===== src/rtl/sdram_arb_pkg.sv =====
// rtl/sdram_arb_pkg.sv - shared constants and state encoding for the SDRAM arbiter
// Purpose: bus widths, timeout default and FSM state type used by sdram_arb.
// Ports: none (package).
package sdram_arb_pkg;

  localparam int ADDR_W      = 20;
  localparam int DATA_W      = 16;
  localparam int CNT_W       = 8;
  localparam int TIMEOUT_DEF = 255;

  typedef enum logic [1:0] {
    S_IDLE = 2'd0,
    S_CMD  = 2'd1,
    S_BUSY = 2'd2,
    S_FIN  = 2'd3
  } state_t;

endpackage


===== src/rtl/sdram_arb_if.sv =====
// rtl/sdram_arb_if.sv - requester and micro-bus signal bundle for the SDRAM arbiter
// Purpose: groups the two requester ports and the host-controller micro-bus.
// Ports: master = arbiter side (drives gnt/done/rd_data/mp_* strobes),
//        slave  = requesters plus host controller (drive req/wr/addx/wdata, mp_data_in, sdram_busy_l).
interface sdram_arb_if;
  import sdram_arb_pkg::*;

  logic              rq0_req;
  logic              rq1_req;
  logic              rq0_wr;
  logic              rq1_wr;
  logic [ADDR_W-1:0] rq0_addx;
  logic [ADDR_W-1:0] rq1_addx;
  logic [DATA_W-1:0] rq0_wdata;
  logic [DATA_W-1:0] rq1_wdata;
  logic              rq0_gnt;
  logic              rq1_gnt;
  logic              rq0_done;
  logic              rq1_done;
  logic              rq_err;
  logic [DATA_W-1:0] rd_data;
  logic              mp_cs_l;
  logic              mp_rd_l;
  logic              mp_wr_l;
  logic [ADDR_W-1:0] mp_addx;
  logic [DATA_W-1:0] mp_data_out;
  logic [DATA_W-1:0] mp_data_in;
  logic              sdram_busy_l;

  modport master (
    input  rq0_req, rq1_req, rq0_wr, rq1_wr, rq0_addx, rq1_addx,
           rq0_wdata, rq1_wdata, mp_data_in, sdram_busy_l,
    output rq0_gnt, rq1_gnt, rq0_done, rq1_done, rq_err, rd_data,
           mp_cs_l, mp_rd_l, mp_wr_l, mp_addx, mp_data_out
  );

  modport slave (
    output rq0_req, rq1_req, rq0_wr, rq1_wr, rq0_addx, rq1_addx,
           rq0_wdata, rq1_wdata, mp_data_in, sdram_busy_l,
    input  rq0_gnt, rq1_gnt, rq0_done, rq1_done, rq_err, rd_data,
           mp_cs_l, mp_rd_l, mp_wr_l, mp_addx, mp_data_out
  );

endinterface


===== src/rtl/sdram_arb_rr_arb2.sv =====
// rtl/sdram_arb_rr_arb2.sv - two-way round-robin chooser (combinational)
// Purpose: picks one of two requesters, favouring the one not granted last.
// Ports: req[1:0] requests, last = index granted last, sel = chosen index, valid = any request.
module rr_arb2 (
  input  logic [1:0] req,
  input  logic       last,
  output logic       sel,
  output logic       valid
);

  // rq1 wins when it is alone, or when both ask and rq0 was served last.
  assign sel   = req[1] & (~req[0] | ~last);
  assign valid = |req;

endmodule


===== src/rtl/sdram_arb.sv =====
// rtl/sdram_arb.sv - two-requester arbiter onto an SDRAM host controller micro-bus
// Purpose: round-robin grants one word cycle at a time, drives cs/rd/wr strobes,
//          waits on sdram_busy_l, aborts on CMD timeout, returns read data.
// Ports: sys_clk, sys_rst_l (sync active-low), bus (sdram_arb_if.master); all outputs registered.
module sdram_arb
  import sdram_arb_pkg::*;
#(
  parameter int TIMEOUT = TIMEOUT_DEF
) (
  input  logic            sys_clk,
  input  logic            sys_rst_l,
  sdram_arb_if.master     bus
);

  localparam logic [CNT_W-1:0] TO_LAST = CNT_W'(TIMEOUT - 1);

  state_t            state_q, state_d;
  logic              last_gnt_q, last_gnt_d;
  logic [CNT_W-1:0]  cnt_q, cnt_d;
  logic              owner_q, owner_d;
  logic              wr_q, wr_d;
  logic [ADDR_W-1:0] addx_q, addx_d;
  logic [DATA_W-1:0] wdata_q, wdata_d;
  logic [DATA_W-1:0] rd_data_q, rd_data_d;
  logic              cs_l_q, cs_l_d;
  logic              rd_l_q, rd_l_d;
  logic              wr_l_q, wr_l_d;
  logic [1:0]        gnt_q, gnt_d;
  logic [1:0]        done_q, done_d;
  logic              err_q, err_d;
  logic              arb_sel;
  logic              arb_valid;

  rr_arb2 u_rr_arb2 (
    .req   ({bus.rq1_req, bus.rq0_req}),
    .last  (last_gnt_q),
    .sel   (arb_sel),
    .valid (arb_valid)
  );

  always_ff @(posedge sys_clk) begin : state_reg
    if (!sys_rst_l) state_q <= S_IDLE;
    else            state_q <= state_d;
  end

  always_comb begin : next_state
    state_d = state_q;
    case (state_q)
      S_IDLE: if (arb_valid) state_d = S_CMD;
      // Controller acceptance wins over a timeout landing on the same cycle.
      S_CMD: begin
        if (!bus.sdram_busy_l)     state_d = S_BUSY;
        else if (cnt_q == TO_LAST) state_d = S_FIN;
      end
      S_BUSY: if (bus.sdram_busy_l) state_d = S_FIN;
      S_FIN:  state_d = S_IDLE;
      default: state_d = S_IDLE;
    endcase
  end

  always_comb begin : outputs
    last_gnt_d = last_gnt_q;
    cnt_d      = cnt_q;
    owner_d    = owner_q;
    wr_d       = wr_q;
    addx_d     = addx_q;
    wdata_d    = wdata_q;
    rd_data_d  = rd_data_q;
    gnt_d      = 2'b00;
    done_d     = 2'b00;
    err_d      = 1'b0;
    case (state_q)
      S_IDLE: begin
        if (arb_valid) begin
          owner_d        = arb_sel;
          last_gnt_d     = arb_sel;
          wr_d           = arb_sel ? bus.rq1_wr    : bus.rq0_wr;
          addx_d         = arb_sel ? bus.rq1_addx  : bus.rq0_addx;
          wdata_d        = arb_sel ? bus.rq1_wdata : bus.rq0_wdata;
          gnt_d[arb_sel] = 1'b1;
          cnt_d          = '0;
        end
      end
      S_CMD: begin
        if (state_d == S_CMD) begin
          cnt_d = cnt_q + CNT_W'(1);
        end else if (state_d == S_FIN) begin
          done_d[owner_q] = 1'b1;
          err_d           = 1'b1;
        end
      end
      S_BUSY: begin
        if (state_d == S_FIN) begin
          done_d[owner_q] = 1'b1;
          if (!wr_q) rd_data_d = bus.mp_data_in;
        end
      end
      default: ;
    endcase
    // Strobes follow the state being entered so they line up with it once registered.
    cs_l_d = !(state_d == S_CMD || state_d == S_BUSY);
    rd_l_d = cs_l_d | wr_d;
    wr_l_d = cs_l_d | ~wr_d;
  end

  always_ff @(posedge sys_clk) begin : datapath_reg
    if (!sys_rst_l) begin
      last_gnt_q <= 1'b1;
      cnt_q      <= '0;
      owner_q    <= 1'b0;
      wr_q       <= 1'b0;
      addx_q     <= '0;
      wdata_q    <= '0;
      rd_data_q  <= '0;
      cs_l_q     <= 1'b1;
      rd_l_q     <= 1'b1;
      wr_l_q     <= 1'b1;
      gnt_q      <= 2'b00;
      done_q     <= 2'b00;
      err_q      <= 1'b0;
    end else begin
      last_gnt_q <= last_gnt_d;
      cnt_q      <= cnt_d;
      owner_q    <= owner_d;
      wr_q       <= wr_d;
      addx_q     <= addx_d;
      wdata_q    <= wdata_d;
      rd_data_q  <= rd_data_d;
      cs_l_q     <= cs_l_d;
      rd_l_q     <= rd_l_d;
      wr_l_q     <= wr_l_d;
      gnt_q      <= gnt_d;
      done_q     <= done_d;
      err_q      <= err_d;
    end
  end

  assign bus.rq0_gnt     = gnt_q[0];
  assign bus.rq1_gnt     = gnt_q[1];
  assign bus.rq0_done    = done_q[0];
  assign bus.rq1_done    = done_q[1];
  assign bus.rq_err      = err_q;
  assign bus.rd_data     = rd_data_q;
  assign bus.mp_cs_l     = cs_l_q;
  assign bus.mp_rd_l     = rd_l_q;
  assign bus.mp_wr_l     = wr_l_q;
  assign bus.mp_addx     = addx_q;
  assign bus.mp_data_out = wdata_q;

endmodule


===== src/flat_wrapper.sv =====
// flat-port wrapper written by rule: the top's interface ports become plain ports
module sdram_arb_flat import sdram_arb_pkg::*;
#(
  parameter int TIMEOUT = TIMEOUT_DEF
)
  (sys_clk, sys_rst_l, bus_rq0_req, bus_rq1_req, bus_rq0_wr, bus_rq1_wr, bus_rq0_addx, bus_rq1_addx, bus_rq0_wdata, bus_rq1_wdata, bus_mp_data_in, bus_sdram_busy_l, bus_rq0_gnt, bus_rq1_gnt, bus_rq0_done, bus_rq1_done, bus_rq_err, bus_rd_data, bus_mp_cs_l, bus_mp_rd_l, bus_mp_wr_l, bus_mp_addx, bus_mp_data_out);
  sdram_arb_if bus_i ();
  input  logic sys_clk;
  input  logic sys_rst_l;
  input wire logic [$bits(bus_i.rq0_req)-1:0] bus_rq0_req;
  input wire logic [$bits(bus_i.rq1_req)-1:0] bus_rq1_req;
  input wire logic [$bits(bus_i.rq0_wr)-1:0] bus_rq0_wr;
  input wire logic [$bits(bus_i.rq1_wr)-1:0] bus_rq1_wr;
  input wire logic [$bits(bus_i.rq0_addx)-1:0] bus_rq0_addx;
  input wire logic [$bits(bus_i.rq1_addx)-1:0] bus_rq1_addx;
  input wire logic [$bits(bus_i.rq0_wdata)-1:0] bus_rq0_wdata;
  input wire logic [$bits(bus_i.rq1_wdata)-1:0] bus_rq1_wdata;
  input wire logic [$bits(bus_i.mp_data_in)-1:0] bus_mp_data_in;
  input wire logic [$bits(bus_i.sdram_busy_l)-1:0] bus_sdram_busy_l;
  output wire logic [$bits(bus_i.rq0_gnt)-1:0] bus_rq0_gnt;
  output wire logic [$bits(bus_i.rq1_gnt)-1:0] bus_rq1_gnt;
  output wire logic [$bits(bus_i.rq0_done)-1:0] bus_rq0_done;
  output wire logic [$bits(bus_i.rq1_done)-1:0] bus_rq1_done;
  output wire logic [$bits(bus_i.rq_err)-1:0] bus_rq_err;
  output wire logic [$bits(bus_i.rd_data)-1:0] bus_rd_data;
  output wire logic [$bits(bus_i.mp_cs_l)-1:0] bus_mp_cs_l;
  output wire logic [$bits(bus_i.mp_rd_l)-1:0] bus_mp_rd_l;
  output wire logic [$bits(bus_i.mp_wr_l)-1:0] bus_mp_wr_l;
  output wire logic [$bits(bus_i.mp_addx)-1:0] bus_mp_addx;
  output wire logic [$bits(bus_i.mp_data_out)-1:0] bus_mp_data_out;
  assign bus_i.rq0_req = bus_rq0_req;
  assign bus_i.rq1_req = bus_rq1_req;
  assign bus_i.rq0_wr = bus_rq0_wr;
  assign bus_i.rq1_wr = bus_rq1_wr;
  assign bus_i.rq0_addx = bus_rq0_addx;
  assign bus_i.rq1_addx = bus_rq1_addx;
  assign bus_i.rq0_wdata = bus_rq0_wdata;
  assign bus_i.rq1_wdata = bus_rq1_wdata;
  assign bus_i.mp_data_in = bus_mp_data_in;
  assign bus_i.sdram_busy_l = bus_sdram_busy_l;
  assign bus_rq0_gnt = bus_i.rq0_gnt;
  assign bus_rq1_gnt = bus_i.rq1_gnt;
  assign bus_rq0_done = bus_i.rq0_done;
  assign bus_rq1_done = bus_i.rq1_done;
  assign bus_rq_err = bus_i.rq_err;
  assign bus_rd_data = bus_i.rd_data;
  assign bus_mp_cs_l = bus_i.mp_cs_l;
  assign bus_mp_rd_l = bus_i.mp_rd_l;
  assign bus_mp_wr_l = bus_i.mp_wr_l;
  assign bus_mp_addx = bus_i.mp_addx;
  assign bus_mp_data_out = bus_i.mp_data_out;
  sdram_arb #(.TIMEOUT(TIMEOUT)) u_core (.sys_clk(sys_clk), .sys_rst_l(sys_rst_l), .bus(bus_i));
endmodule

===== config.mk =====
export PLATFORM = sky130hd
export DESIGN_NAME = sdram_arb_flat
export DESIGN_NICKNAME = d
export VERILOG_FILES = /design/src/rtl/sdram_arb_pkg.sv /design/src/rtl/sdram_arb_if.sv /design/src/rtl/sdram_arb_rr_arb2.sv /design/src/rtl/sdram_arb.sv /design/src/flat_wrapper.sv
export SDC_FILE = /design/constraint.sdc
export NUM_CORES = 1
export LEC_CHECK = 0
export BUFFER_PORTS_ARGS = -buffer_cell sky130_fd_sc_hd__clkbuf_2
export CORE_MARGIN = 1
export CORE_UTILIZATION = 41
export DETAILED_ROUTE_END_ITERATION = 10
export PLACE_DENSITY = 0.76
export SLEW_MARGIN = 10
export SYNTH_ARGS = -nofsm -noshare
export SYNTH_HDL_FRONTEND = slang
export SYNTH_SLANG_ARGS = --single-unit
export TNS_END_PERCENT = 100

===== constraint.sdc =====
create_clock -name sys_clk -period 2.45 [get_ports sys_clk]
set_clock_uncertainty 0.1 [all_clocks]
set_input_delay 0.245 -clock sys_clk [delete_from_list [all_inputs] [get_ports sys_clk]]
set_output_delay 0.245 -clock sys_clk [all_outputs]
set_load 0.05 [all_outputs]

==> key figures <==
Timing
  • Setup TNS: 0 ns
  • Final Cycle Share: 97.3%
  • Final Critical Period: 2.38 ns
  • Peak Freq: roughly 420 MHz
  • Slew @ Worst Pin: 0.535 ns
  • Final Hold Viols: 0
  • RSZ-0062 raised after global routing: yes
  • Relative slew slack: 64.3%
  • Final Setup Violations: 0
  • Worst hold slack: roughly 0.018 ns
  • Pins Over Slew Limit: 0

Layout
  • Diodes inserted: 0
  • NumNets Final: between 600 and 700
  • Share of cells above drive strength 1: a little under two fifths
  • P&R area growth vs syn: 36.9%
  • Final instance area: 4300 um^2

Synth
  • Top cells by count, synth: 106 x nand2_1, 73 x dfxtp_1, 37 x a31oi_1
  • Synthesis Warnings: 0
  • Yosys top cell by area: dfxtp_1
  • Largest family of logic cells by synthesized area: compound AO/OA/AOI/OAI gates
  • Most instantiated library cell after synthesis: nand2_1
  • Synth Area in Simple Gates: 19.8%
  • Post-synth top area share: 46.5%
  • Synth unique cells: 46
  • Complex-gate fraction of the synthesized area: 23.4%
  • Async S/R FF share, synth: 0%
  • Post-synth top flop: dfxtp_1
  • Avg Inst Size Synth: between 8 and 9 um^2
  • Cells after Synth: 391
  • Synth Area in Adders: roughly 2.8%
  • Sequential fraction of the synthesis area: 46.5%
  • Post-synth EDFFs: 0
  • Synth area leaders: dfxtp_1 46%, nand2_1 13%, a31oi_1 7.4%
  • Syn nets: just under 500
  • Post-synthesis xor/xnor area fraction: 0%
  • Mux cell area share after synthesis: 1.27%
  • Syn Std Cell Area: between 3000 and 4000 um^2
  • FF+latch count, synth: 73

Route
  • DRC Markers: 0
  • Post-route ant nets: 0
  • 1st-pass router iterations: 6
  • DR WL met2: 3770 um
  • Final WL: 8140 um
  • Max layer used: met4
  • Via count: roughly 3,200
  • DRT iter0 DRCs: 97
  • Met3 routed wirelength: around 550 um
  • Wire per inst: about 13 um
  • Vias/cell: 5.01
  • Met1 WL: 3720 um

Clock tree
  • Clk Latency, worst-skew pair: 0.34 ns
  • CTS root buf: clkbuf_8
  • Clk slew on worst S/H paths: 0.08 ns
  • H-Tree Depth: 3
  • CTS max path bufs: 2
  • Clk sinks: 73
  • Num CTS Buffers: 9
  • TritonCTS clock tree: yes
  • Post-CTS setup repair buffer count: 0

GRT
  • Overall Global Routing Usage: 20.7%
  • Global-route wire length before repair: 12,600 um
  • Overflow after GRT: 0
  • Vias in the first global route: between 2,000 and 3,000
  • Initial antenna violation count: 0
  • Largest net degree at the start of global routing: 49

Power
  • Maximum VDD drop: 0.449 mV
  • Cell Pwr Density: 874 nW/um^2
  • Leakage: 1.95 nW

Critical path
  • Startpoint types: flop
  • CP Data Arrival Time: between 2 and 3 ns
  • Critical path class: flop to flop
  • Worst Path Required: ~2.6 ns
  • Crit path max fanout: 11
  • Worst setup EP type: flop

Outcome
  • Outcome: finished clean

Die
  • Die ar.: 8020 um^2
  • Core Area: about 7300 um^2
  • Initial Utilization: 42.9%
  • Die H: between 80 and 90 um
  • Die Wd: 89.6 um
  • IO Pins: 155
  • Row count: 31

Placed design
  • Port buffer count: 154
  • Final RePlAce weighted congestion: 0.858
  • DP Area: 4040 um^2
  • Final HPWL DP: 5810 um

Run
  • Maxcap violations: 0

Worst hold path
  • Hold WC Path Type: primary input to flop
[flip-flops by register name, indices dropped and copies added, names as in the netlist]
register / cells
u_core.bus.mp_addx: 20
u_core.bus.mp_data_out: 16
u_core.bus.rd_data: 16
u_core.cnt_q: 8
u_core.done_q: 2
u_core.gnt_q: 2
u_core.state_q: 2
u_core.bus.mp_cs_l: 1
u_core.bus.mp_rd_l: 1
u_core.bus.mp_wr_l: 1
u_core.bus.rq_err: 1
u_core.last_gnt_q: 1
u_core.owner_q: 1
u_core.wr_q: 1
[where the power goes]
group / switching, mW / internal [mW] / total (mW)
logic: 0.983 / 0.412 / 1.40
registers: 0.0936 / 1.35 / 1.44
clock network: 0.453 / 0.468 / 0.921
total: 1.53 / 2.23 / 3.76
[final timing paths]
path                                        startpoint                     end  slack, ns  depth (start not counted)
worst min register to register  u_core.bus.rd_data[10]  u_core.bus.rd_data[10]       0.36                          2
worst max-delay path                 u_core.state_q[0]         u_core.cnt_q[3]       0.07                         10
worst max register to register       u_core.state_q[0]         u_core.cnt_q[3]       0.07                         10
worst min-delay path                bus_mp_data_in[15]  u_core.bus.rd_data[15]       0.02                          3
[routing by layer]
layer  global-route usage [%]  up-vias
met2                     36.1      111
met1                     23.6     1447
met5                        0        -
met4                     7.36        0
li1                         -     1674
met3                     6.65        9
[per-stage QoR]
stage / utilization, % / setup slack [ns] / power [mW] / std cells
global route: 58.7 / -0.0380 / 3.99 / 647
finish: 58.7 / 0.0652 / 3.76 / 647
CTS: 58.1 / 0.00152 / 3.78 / 646
detailed placement: 55.2 / -0.0266 / 2.83 / 629
global placement: 55.2 / 0.0832 / 2.80 / 629
floorplan: - / 0.00434 / 2.47 / 391
[critical path, cell delays in order (launching register included)]
cell,delay [ns]
dfxtp_2,0.35
inv_2,0.10
ha_4,0.17
and2b_1,0.21
a31oi_4,0.18
o22a_1,0.16
ha_1,0.16
mux2i_1,0.08
buf_4,0.17
or4_1,0.50
a21oi_2,0.14
[final cells by class]
class / count / area [um^2]
clock inverter: 7 / 68.8
multi-input combinational: 276 / 1550
fill: 688 / 3030
sequential: 73 / 1470
timing repair buffer: 173 / 931
clock buffer: 9 / 124
inverter: 10 / 37.5
tap: 99 / 124
[cells by family after synthesis]
group           after synthesis
simple gates                141
compound gates              124
flops                        73
buf+inv                      42
fa+ha+maj                     7
mux                           4
[cell usage in the layout, fill, tap and decap left out, types with 5 or more instances in the layout]
cell / count
a21oi_1: 23
a31oi_1: 36
buf_4: 16
clkbuf_2: 154
clkbuf_8: 9
dfxtp_1: 71
inv_1: 8
nand2_1: 106
nor2_1: 5
o211ai_1: 6
o21ai_0: 5
o21ai_1: 36
[repair_timing]
action	CTS	global route
hold buffers	1	1
endpoints found under the hold margin	1	1
setup endpoints to repair	16	28
gates resized for setup	3	11
pin swaps	0	2
(Power assumes the default switching activity.)
